<file path="config.mk">
export PLATFORM = sky130hd
export DESIGN_NAME = delay_token_bank
export DESIGN_NICKNAME = d
export VERILOG_FILES = /design/src/rtl/delay_token_bank.sv
export SDC_FILE = /design/constraint.sdc
export NUM_CORES = 1
export LEC_CHECK = 0
export ABC_AREA = 1
export CAP_MARGIN = 0
export CELL_PAD_IN_SITES_DETAIL_PLACEMENT = 0
export CELL_PAD_IN_SITES_GLOBAL_PLACEMENT = 1
export CORE_MARGIN = 4
export CORE_UTILIZATION = 35
export CTS_CLUSTER_SIZE = 28
export DETAILED_ROUTE_END_ITERATION = 16
export PLACE_DENSITY_LB_ADDON = 0.1
export SYNTH_ARGS = -nofsm -noshare
export SYNTH_HDL_FRONTEND = slang
export SYNTH_SLANG_ARGS = --single-unit
</file>
<file path="constraint.sdc">
create_clock -name clk -period 2.15 [get_ports clk]
set_clock_uncertainty 0.2 [all_clocks]
set_input_delay 0.215 -clock clk [delete_from_list [all_inputs] [get_ports clk]]
set_output_delay 0.215 -clock clk [all_outputs]
set_load 0.05 [all_outputs]
</file>
<file path="src/rtl/delay_token_bank.sv">
// Per-channel token bank: captures mature after DELAY cycles, then wait in a saturating counter until released.
// out is combinational with the same-cycle release; there is no backpressure, a refused release only sets the sticky underflow flag.
module delay_token_bank #(
    parameter int CHANNELS = 4,
    parameter int COUNT_W  = 8,
    parameter int DELAY    = 0
) (
    input  logic                        clk,
    input  logic                        rst,
    input  logic                        i_clear,
    input  logic [CHANNELS-1:0]         i_capture,
    input  logic [CHANNELS-1:0]         i_release,
    output logic [CHANNELS-1:0]         o_out,
    output logic [CHANNELS*COUNT_W-1:0] o_ready_count,
    output logic [CHANNELS-1:0]         o_empty,
    output logic [CHANNELS-1:0]         o_overflow,
    output logic [CHANNELS-1:0]         o_underflow
);
    localparam int SR_W = (DELAY > 0) ? DELAY : 1;
    localparam logic [COUNT_W-1:0] CNT_MAX = '1;
    localparam logic [COUNT_W-1:0] CNT_ONE = COUNT_W'(1);

    genvar g;
    generate
        for (g = 0; g < CHANNELS; g++) begin : g_ch
            logic [COUNT_W-1:0] r_count;
            logic               r_ovf;
            logic               r_unf;
            logic               w_arrive;
            logic               w_inflight;
            logic               w_out;

            if (DELAY == 0) begin : g_bypass
                assign w_arrive   = i_capture[g];
                assign w_inflight = 1'b0;
            end else begin : g_delay
                logic [SR_W-1:0] r_sr;

                // A capture in a clear cycle is dropped along with everything in flight.
                always_ff @(posedge clk or posedge rst) begin
                    if (rst) begin
                        r_sr <= '0;
                    end else if (i_clear) begin
                        r_sr <= '0;
                    end else begin
                        r_sr <= (r_sr << 1) | SR_W'(i_capture[g]);
                    end
                end

                assign w_arrive   = r_sr[SR_W-1];
                assign w_inflight = |r_sr;
            end

            assign w_out = i_release[g] && ((r_count != '0) || w_arrive) && !i_clear;

            always_ff @(posedge clk or posedge rst) begin
                if (rst) begin
                    r_count <= '0;
                    r_ovf   <= 1'b0;
                    r_unf   <= 1'b0;
                end else if (i_clear) begin
                    r_count <= '0;
                    r_ovf   <= 1'b0;
                    r_unf   <= 1'b0;
                end else begin
                    // arrive together with out passes straight through and leaves the count alone.
                    if (w_arrive && !w_out) begin
                        if (r_count == CNT_MAX) begin
                            r_ovf <= 1'b1;
                        end else begin
                            r_count <= r_count + CNT_ONE;
                        end
                    end else if (!w_arrive && w_out) begin
                        r_count <= r_count - CNT_ONE;
                    end
                    if (i_release[g] && !w_out) begin
                        r_unf <= 1'b1;
                    end
                end
            end

            assign o_out[g]                             = w_out;
            assign o_ready_count[g*COUNT_W +: COUNT_W]  = r_count;
            assign o_empty[g]                           = (r_count == '0) && !w_inflight;
            assign o_overflow[g]                        = r_ovf;
            assign o_underflow[g]                       = r_unf;
        end
    endgenerate
endmodule

</file>
==> run summary, run 1 <==
Status = finished clean
Critical Path Source = g_ch[1].r_count[2]$_DFFE_PP0P_
Clk network pwr share = 0.103
LEAKAGE = 2.43 nW
Stages on worst setup path = 1
Area of the core = 9370 sq um
Post-DP Area = 4410 sq um
1st-iter DRT viols = 84
GP Congestion = 0.819
Ranking of synthesized cells by area = dfrtp_1 (29%), nand2_1 (18%), inv_1 (9.4%)
Die footprint = 11400 sq um
Max Cap Viol = 0
Yosys top cell by area = dfrtp_1
# DRC = 0
Post-synth top area share = 0.294
CTS Hold Bufs = 0
Critical path, cell by cell = clkdlybuf4s50_1
CP max stage delay = 0.86 ns
Combinational power share = 0.675
Register area share after synthesis = 0.294
Syn_area_per_cell = 6.68 sq um
Via count = 3287
P&R area growth vs syn = 35.5%
R2r endpoint = g_ch[1].r_count[4]$_DFFE_PP0P_
Max IR drop VDD = 0.632 mV
Final WS setup = 0.0819 ns
Post-layout util = 0.493
Layout cell share with drive strength beyond 1 = 0.150
# diodes = 0
DP HPWL = 6.53 mm
CP startpoint kind = register
WL met1 = 4.13 mm
CP max stage cell = clkdlybuf4s50_1
Detailed Route WL = 8.63 mm
Vias per cell = 4.51
Metal3 WL = 345 microns
TritonCTS clock tree = done
CTS root buf = clkbuf_8
Internal = 0.00305 W
DP Worst Slack = -0.259 ns
Die Width = 107 microns
Post-synthesis simple-gate area fraction = 0.346
Setup bufs post-CTS = 0
Cell area after synthesis = 3410 sq um
CTS clk-pin slew, worst paths = 0.08 ns
Rows = 35
Synthesized Nets = 549
Sw frac = 0.509
Top delay family on crit path = buffers and inverters
Die H = 107 microns
Setup TNS = 0 ns
Pwr/cell area = 1350 nW/um^2
Mux contribution to synthesized area = 0
TritonRoute pass-1 iters = 4
Buffers on Ports = 58
Cells after Synth = 510
R2R setup slack = 0.33 ns
R2r startpoint = g_ch[1].r_count[0]$_DFFE_PP0P_
R2R cell count = 8
Final setup viols = 0
Nets@finish = 638
Worst hold path type = in -> async
Rel. slew slack = 0.642
Largest net degree at the start of global routing = 41
Max-slew violations = 0
Global-route wire length before repair = 15.0 mm
WP data arrival = 1.65 ns
Hold slack = 0.159 ns
Met2 Wirelength = 4.06 mm
Net load switching power = 0.00316 W
Worst-margin pin slew = 0.537 ns
Vias in the first global route = 3242
DR WL/cell = 11.8 microns
Min cycle time layout = 2.07 ns
Setup crit end kind = output port
Remaining antenna violation count = 0
GRT Total Usage = 0.160
Req. time, crit path = 1.74 ns
XOR/XNOR Fraction of Synth Area = 0.0308
Sequential share of power = 0.223
RSZ-0062 raised after global routing = false
Synth Area in Adders = 0.112
I/O pin count = 59
Crit path max fanout = 5
Largest family of logic cells by synthesized area = simple AND/OR/NAND/NOR gates
Max H-tree Level = 2
Total CTS buffers = 5
Max Freq = 0.484 GHz
Warnings from Yosys = 0
Final Cycle Share = 0.962
GRT overflow = 0
DR top layer = met4
Setup crit end = o_ready_count[10]
Clk Latency, worst-skew pair = 0.30 ns
Final instance area = 4620 sq um
Clock buffer depth = 2
Initial core utilization = 0.364
Synth Register Bits = 40
Critical path type = reg -> out
Sink Count = 40
CP bufs+invs = 1
Netlist cell types = 28
Post-synthesis compound-gate area fraction = 0.0764
Hold Fails Final Rpt = 0
Initial antenna violation count = 0
[sequential cells by signal, indices dropped and copies added, names as in the netlist]
name	flops
g_ch.r_unf	4
g_ch.r_count	32
g_ch.r_ovf	4
[layout make-up]
cell class | count | area (sq um)
fillers | 949 | 4750
multi-input cells | 360 | 2010
clock inverters | 3 | 42.5
repair inverters | 1 | 7.51
clock buffers | 5 | 68.8
repair buffers | 100 | 978
well taps | 129 | 161
flip-flops and latches | 40 | 1000
inverters | 91 | 344
[kinds of logic after synthesis]
logic type	count (synthesis)
adders and majority gates	28
and+or+nand+nor	271
AOI/OAI and AO/OA	49
buffers and inverters	110
xor gates and xnor gates	12
DFF	40
[timing repair]
item                       CTS  global route
gates resized for setup      0            11
setup endpoints to repair    0            17
hold endpoints to repair     0             0
[power groups by stage]
| stage | clock network, W | logic (W) | registers, W |
|---|---|---|---|
| final | 0.000639 | 0.00419 | 0.00138 |
| after global routing | 0.000698 | 0.00466 | 0.00144 |
| after CTS | 0.000662 | 0.00415 | 0.00136 |
| after detailed placement | 0 | 0.00413 | 0.00137 |
| after global placement | 0 | 0.00410 | 0.00137 |
| after floorplan | 0 | 0.00202 | 0.00207 |
[cell usage in the layout (no fill, tap or decap)]
cell	synthesis	final
clkinvlp_4	0	2
nand3_1	35	35
o21ai_1	26	26
nor3_1	3	3
bufinv_16	0	1
o21ai_0	2	2
nand4_2	1	1
buf_12	0	8
nand2_1	166	166
nand4_1	10	10
xnor2_1	5	5
nand3_2	1	1
fa_1	4	4
inv_1	85	85
or2_2	3	3
a22o_1	2	2
clkinv_2	0	1
ha_1	24	18
clkbuf_8	0	5
inv_2	6	5
nor2_1	33	33
a21oi_1	15	14
a31oi_1	2	2
ha_4	0	6
dlymetal6s2s_1	0	1
clkdlybuf4s50_1	0	49
and2_0	2	2
xor2_1	7	7
dfrtp_1	40	40
nand2_2	10	8
nand2_4	3	5
inv_4	0	1
o31ai_1	2	2
a21oi_2	0	1
buf_4	14	42
nand3b_1	4	4
[how the worst min path moves through the flow]
stage / slack (ns) / from / cells past startpoint / endpoint
4_1_cts: 0.17 / rst / 3 / g_ch[1].r_unf$_DFFE_PP0P_
6_report: 0.16 / rst / 3 / g_ch[0].r_count[3]$_DFFE_PP0P_
5_1_grt: 0.22 / rst / 3 / g_ch[1].r_unf$_DFFE_PP0P_
2_1_floorplan: 0.11 / i_capture[1] / 1 / g_ch[1].r_unf$_DFFE_PP0P_
3_5_place_dp: 0.27 / g_ch[0].r_ovf$_DFFE_PP0P_ / 2 / g_ch[0].r_ovf$_DFFE_PP0P_
3_3_place_gp: 0.26 / g_ch[1].r_ovf$_DFFE_PP0P_ / 2 / g_ch[1].r_ovf$_DFFE_PP0P_
[stage by stage]
stage | total power (W) | cells
6_report | 0.00621 | 729
2_1_floorplan | 0.00409 | 510
5_1_grt | 0.00680 | 729
4_1_cts | 0.00617 | 728
3_3_place_gp | 0.00547 | 720
3_5_place_dp | 0.00550 | 720
[synthesized netlist by cell type (all sizes together)]
cell type and instances:
nand2 179, nand3 36, clkbuf 3, nand3b 4, buf 16, xnor2 5
nand4 11, xor2 7, inv 91, or2 3, and2 2, a31oi 2
dfrtp 40, o31ai 2, nor2 33, ha 24, a21oi 15, o21ai 28
a22o 2, fa 4, nor3 3
[layer usage]
metal | vias up | global-route usage
met5 | - | 0
met4 | 0 | 0.0384
met3 | 5 | 0.0283
met2 | 48 | 0.276
met1 | 1465 | 0.209
li1 | 1769 | -
Note: power is estimated with default switching activity, not from simulation.
==> run 2: changes to the inputs <==
==> constraint.sdc (replaced) <==
create_clock -name clk -period 2.15 [get_ports clk]
set_clock_uncertainty 0.2 [all_clocks]
set_input_delay 0.43 -clock clk [delete_from_list [all_inputs] [get_ports clk]]
set_output_delay 0.43 -clock clk [all_outputs]
set_load 0.05 [all_outputs]
==> run 2 against run 1 <==
  * Fmax shrank 2.1%
  * Core utilization grew 4.5 points
  * Cell count grew 4.8%
  * Wire length grew 4.9%
  * Combinational power grew 13%
  * Register-to-register slack is essentially flat
  * First-iteration DRC count shrank 21%
  * Power grew 6.1%
  * Clock power shrank 18%
  * Critical path type unchanged
  * Largest cell class unchanged
==> run summary, run 2 (synthesized netlist as in run 1, its figures left out) <==
Hold slack = 0.285 ns (was 0.159 ns)
GRT overflow = 0 (unchanged)
Pwr/cell area = 1310 nW/um^2 (was 1350 nW/um^2)
Final instance area = 5040 sq um (was 4620 sq um)
Rows = 35 (unchanged)
R2r startpoint = g_ch[1].r_count[0]$_DFFE_PP0P_ (unchanged)
Crit path max fanout = 2 (was 5)
Buffers on Ports = 58 (unchanged)
Layout cell share with drive strength beyond 1 = 0.339 (was 0.150)
Placed Instances = 729 (was 720)
# diodes = 0 (unchanged)
Max IR drop VDD = 0.617 mV (was 0.632 mV)
Die footprint = 11400 sq um (unchanged)
R2R cell count = 5 (was 8)
CTS root buf = clkbuf_8 (unchanged)
Post-layout util = 0.538 (was 0.493)
# DRC = 0 (unchanged)
Max reg flops = 32 (unchanged)
RSZ-0062 raised after global routing = true (was false)
TritonCTS clock tree = done (unchanged)
Final Cycle Share = 0.983 (was 0.962)
Status = finished clean (unchanged)
Min cycle time layout = 2.11 ns (was 2.07 ns)
Sequential share of power = 0.202 (was 0.223)
Nets@finish = 673 (was 638)
Clk Latency, worst-skew pair = 0.30 ns (about the same)
DR WL/cell = 11.8 microns (about the same)
Top delay family on crit path = buffers and inverters (unchanged)
CP bufs+invs = 1 (unchanged)
R2r endpoint = g_ch[1].r_count[1]$_DFFE_PP0P_ (was g_ch[1].r_count[4]$_DFFE_PP0P_)
Max Freq = 0.473 GHz (was 0.484 GHz)
GRT Total Usage = 0.163 (was 0.160)
Post-DP Area = 4410 sq um (about the same)
Detailed Route WL = 9.05 mm (was 8.63 mm)
LEAKAGE = 2.68 nW (was 2.43 nW)
Critical path type = reg -> out (unchanged)
Die Width = 107 microns (unchanged)
CP max stage delay = 0.81 ns (was 0.86 ns)
WP data arrival = 1.48 ns (was 1.65 ns)
Worst hold path type = in -> async (unchanged)
Total CTS buffers = 5 (unchanged)
Req. time, crit path = 1.52 ns (was 1.74 ns)
Initial antenna violation count = 0 (unchanged)
Internal = 0.00324 W (was 0.00305 W)
Most frequent cells in the layout = nand2_1 (160), buf_4 (111), inv_1 (77), nand3_1 (34), nor2_1 (28) (was nand2_1 (166), inv_1 (85), clkdlybuf4s50_1 (49), buf_4 (42), dfrtp_1 (40))
Die H = 107 microns (unchanged)
Rel. slew slack = 0.641 (was 0.642)
P&R area growth vs syn = 48.0% (was 35.5%)
Clk network pwr share = 0.080 (was 0.103)
DP HPWL = 6.75 mm (was 6.53 mm)
TritonRoute pass-1 iters = 4 (unchanged)
Clock buffer depth = 2 (unchanged)
Combinational power share = 0.718 (was 0.675)
Sink Count = 40 (unchanged)
CP startpoint kind = register (unchanged)
I/O pin count = 59 (unchanged)
Final setup viols = 0 (unchanged)
GP Congestion = 0.845 (was 0.819)
Setup crit end kind = output port (unchanged)
Commonest non-fill, non-tap cell in the layout = nand2_1 (unchanged)
Max H-tree Level = 2 (unchanged)
Max-slew violations = 0 (unchanged)
Global-route wire length before repair = 15.3 mm (was 15.0 mm)
Vias per cell = 4.52 (was 4.51)
CP max stage cell = clkdlybuf4s50_1 (unchanged)
Biggest register = g_ch.r_count (unchanged)
Worst-margin pin slew = 0.538 ns (was 0.537 ns)
Initial core utilization = 0.364 (unchanged)
Fill cells = 966 (was 949)
Sw frac = 0.509 (about the same)
CTS clk-pin slew, worst paths = 0.09 ns (was 0.08 ns)
R2R setup slack = 0.34 ns (was 0.33 ns)
Setup TNS = 0 ns (unchanged)
Max Cap Viol = 0 (unchanged)
Vias in the first global route = 3334 (was 3242)
Largest net degree at the start of global routing = 41 (unchanged)
1st-iter DRT viols = 66 (was 84)
Area of the core = 9370 sq um (unchanged)
Net load switching power = 0.00335 W (was 0.00316 W)
Via count = 3457 (was 3287)
Remaining antenna violation count = 0 (unchanged)
Hold Fails Final Rpt = 0 (unchanged)
Critical path, cell by cell = clkdlybuf4s50_1 (unchanged)
Biggest regs = g_ch.r_count: 32 flops, g_ch.r_ovf: 4 flops, g_ch.r_unf: 4 flops (unchanged)
Finished Layout Cells = 764 (was 729)
run 2: cell types whose count changed in the layout (fill, tap and decap cells not counted), moves of 6 or more:
cell	delta
buf_4	+69
inv_1	-8
dfrtp_2	+22
ha_1	-6
clkdlybuf4s50_1	-41
dfrtp_1	-22
ha_4	+6
inv_2	+7
nand2_1	-6
run 2: layout make-up:
cell class	instances	area [sq um]	share of cell area
multi-input cells	360	2230	0.442
repair buffers	136	1190	0.235
flip-flops and latches	40	1030	0.204
inverters	91	348	0.0690
well taps	129	161	0.0320
clock buffers	5	68.8	0.0136
clock inverters	3	21.3	0.00422
run 2: power by group through the flow:
stage | clock network (W) | registers (W) | logic [W]
after detailed placement | 0 | 0.00136 | 0.00414
final | 0.000524 | 0.00133 | 0.00473
after global placement | 0 | 0.00136 | 0.00411
after floorplan | 0 | 0.00209 | 0.00202
after CTS | 0.000549 | 0.00138 | 0.00431
after global routing | 0.000584 | 0.00137 | 0.00525
run 2: worst max-delay path by stage:
| stage | depth (start not counted) | to | startpoint |
|---|---|---|---|
| CTS | 1 | o_overflow[0] | g_ch[0].r_ovf$_DFFE_PP0P_ |
| finish | 1 | o_underflow[2] | g_ch[2].r_unf$_DFFE_PP0P_ |
| floorplan | 6 | o_out[1] | g_ch[1].r_count[0]$_DFFE_PP0P_ |
| detailed placement | 14 | g_ch[1].r_count[7]$_DFFE_PP0P_ | i_clear |
| global placement | 12 | g_ch[0].r_count[7]$_DFFE_PP0P_ | i_clear |
| global route | 7 | o_out[0] | g_ch[0].r_count[6]$_DFFE_PP0P_ |
run 2: through the flow:
step           total power, W  setup slack [ns]
3_5_place_dp          0.00550            -0.453
4_1_cts               0.00624          0.000527
2_1_floorplan         0.00411           -0.0229
5_1_grt               0.00720          -0.00610
6_report              0.00659            0.0367
3_3_place_gp          0.00547            -0.409
run 2: timing repair:
item	4_1_cts	5_1_grt
setup endpoints to repair	29	24
pin swaps	0	10
gates resized for setup	28	49
gates cloned	0	0
setup buffers	2	25
hold buffers	0	0
run 2: metal layers:
metal	global-route usage	routed length [microns]	share of wire	vias up
met2	0.288	4380	0.48	62
met5	0	0	0	-
met1	0.207	4210	0.47	1555
met3	0.0259	297	0.033	12
met4	0.0429	156	0.017	0
li1	-	-	-	1828
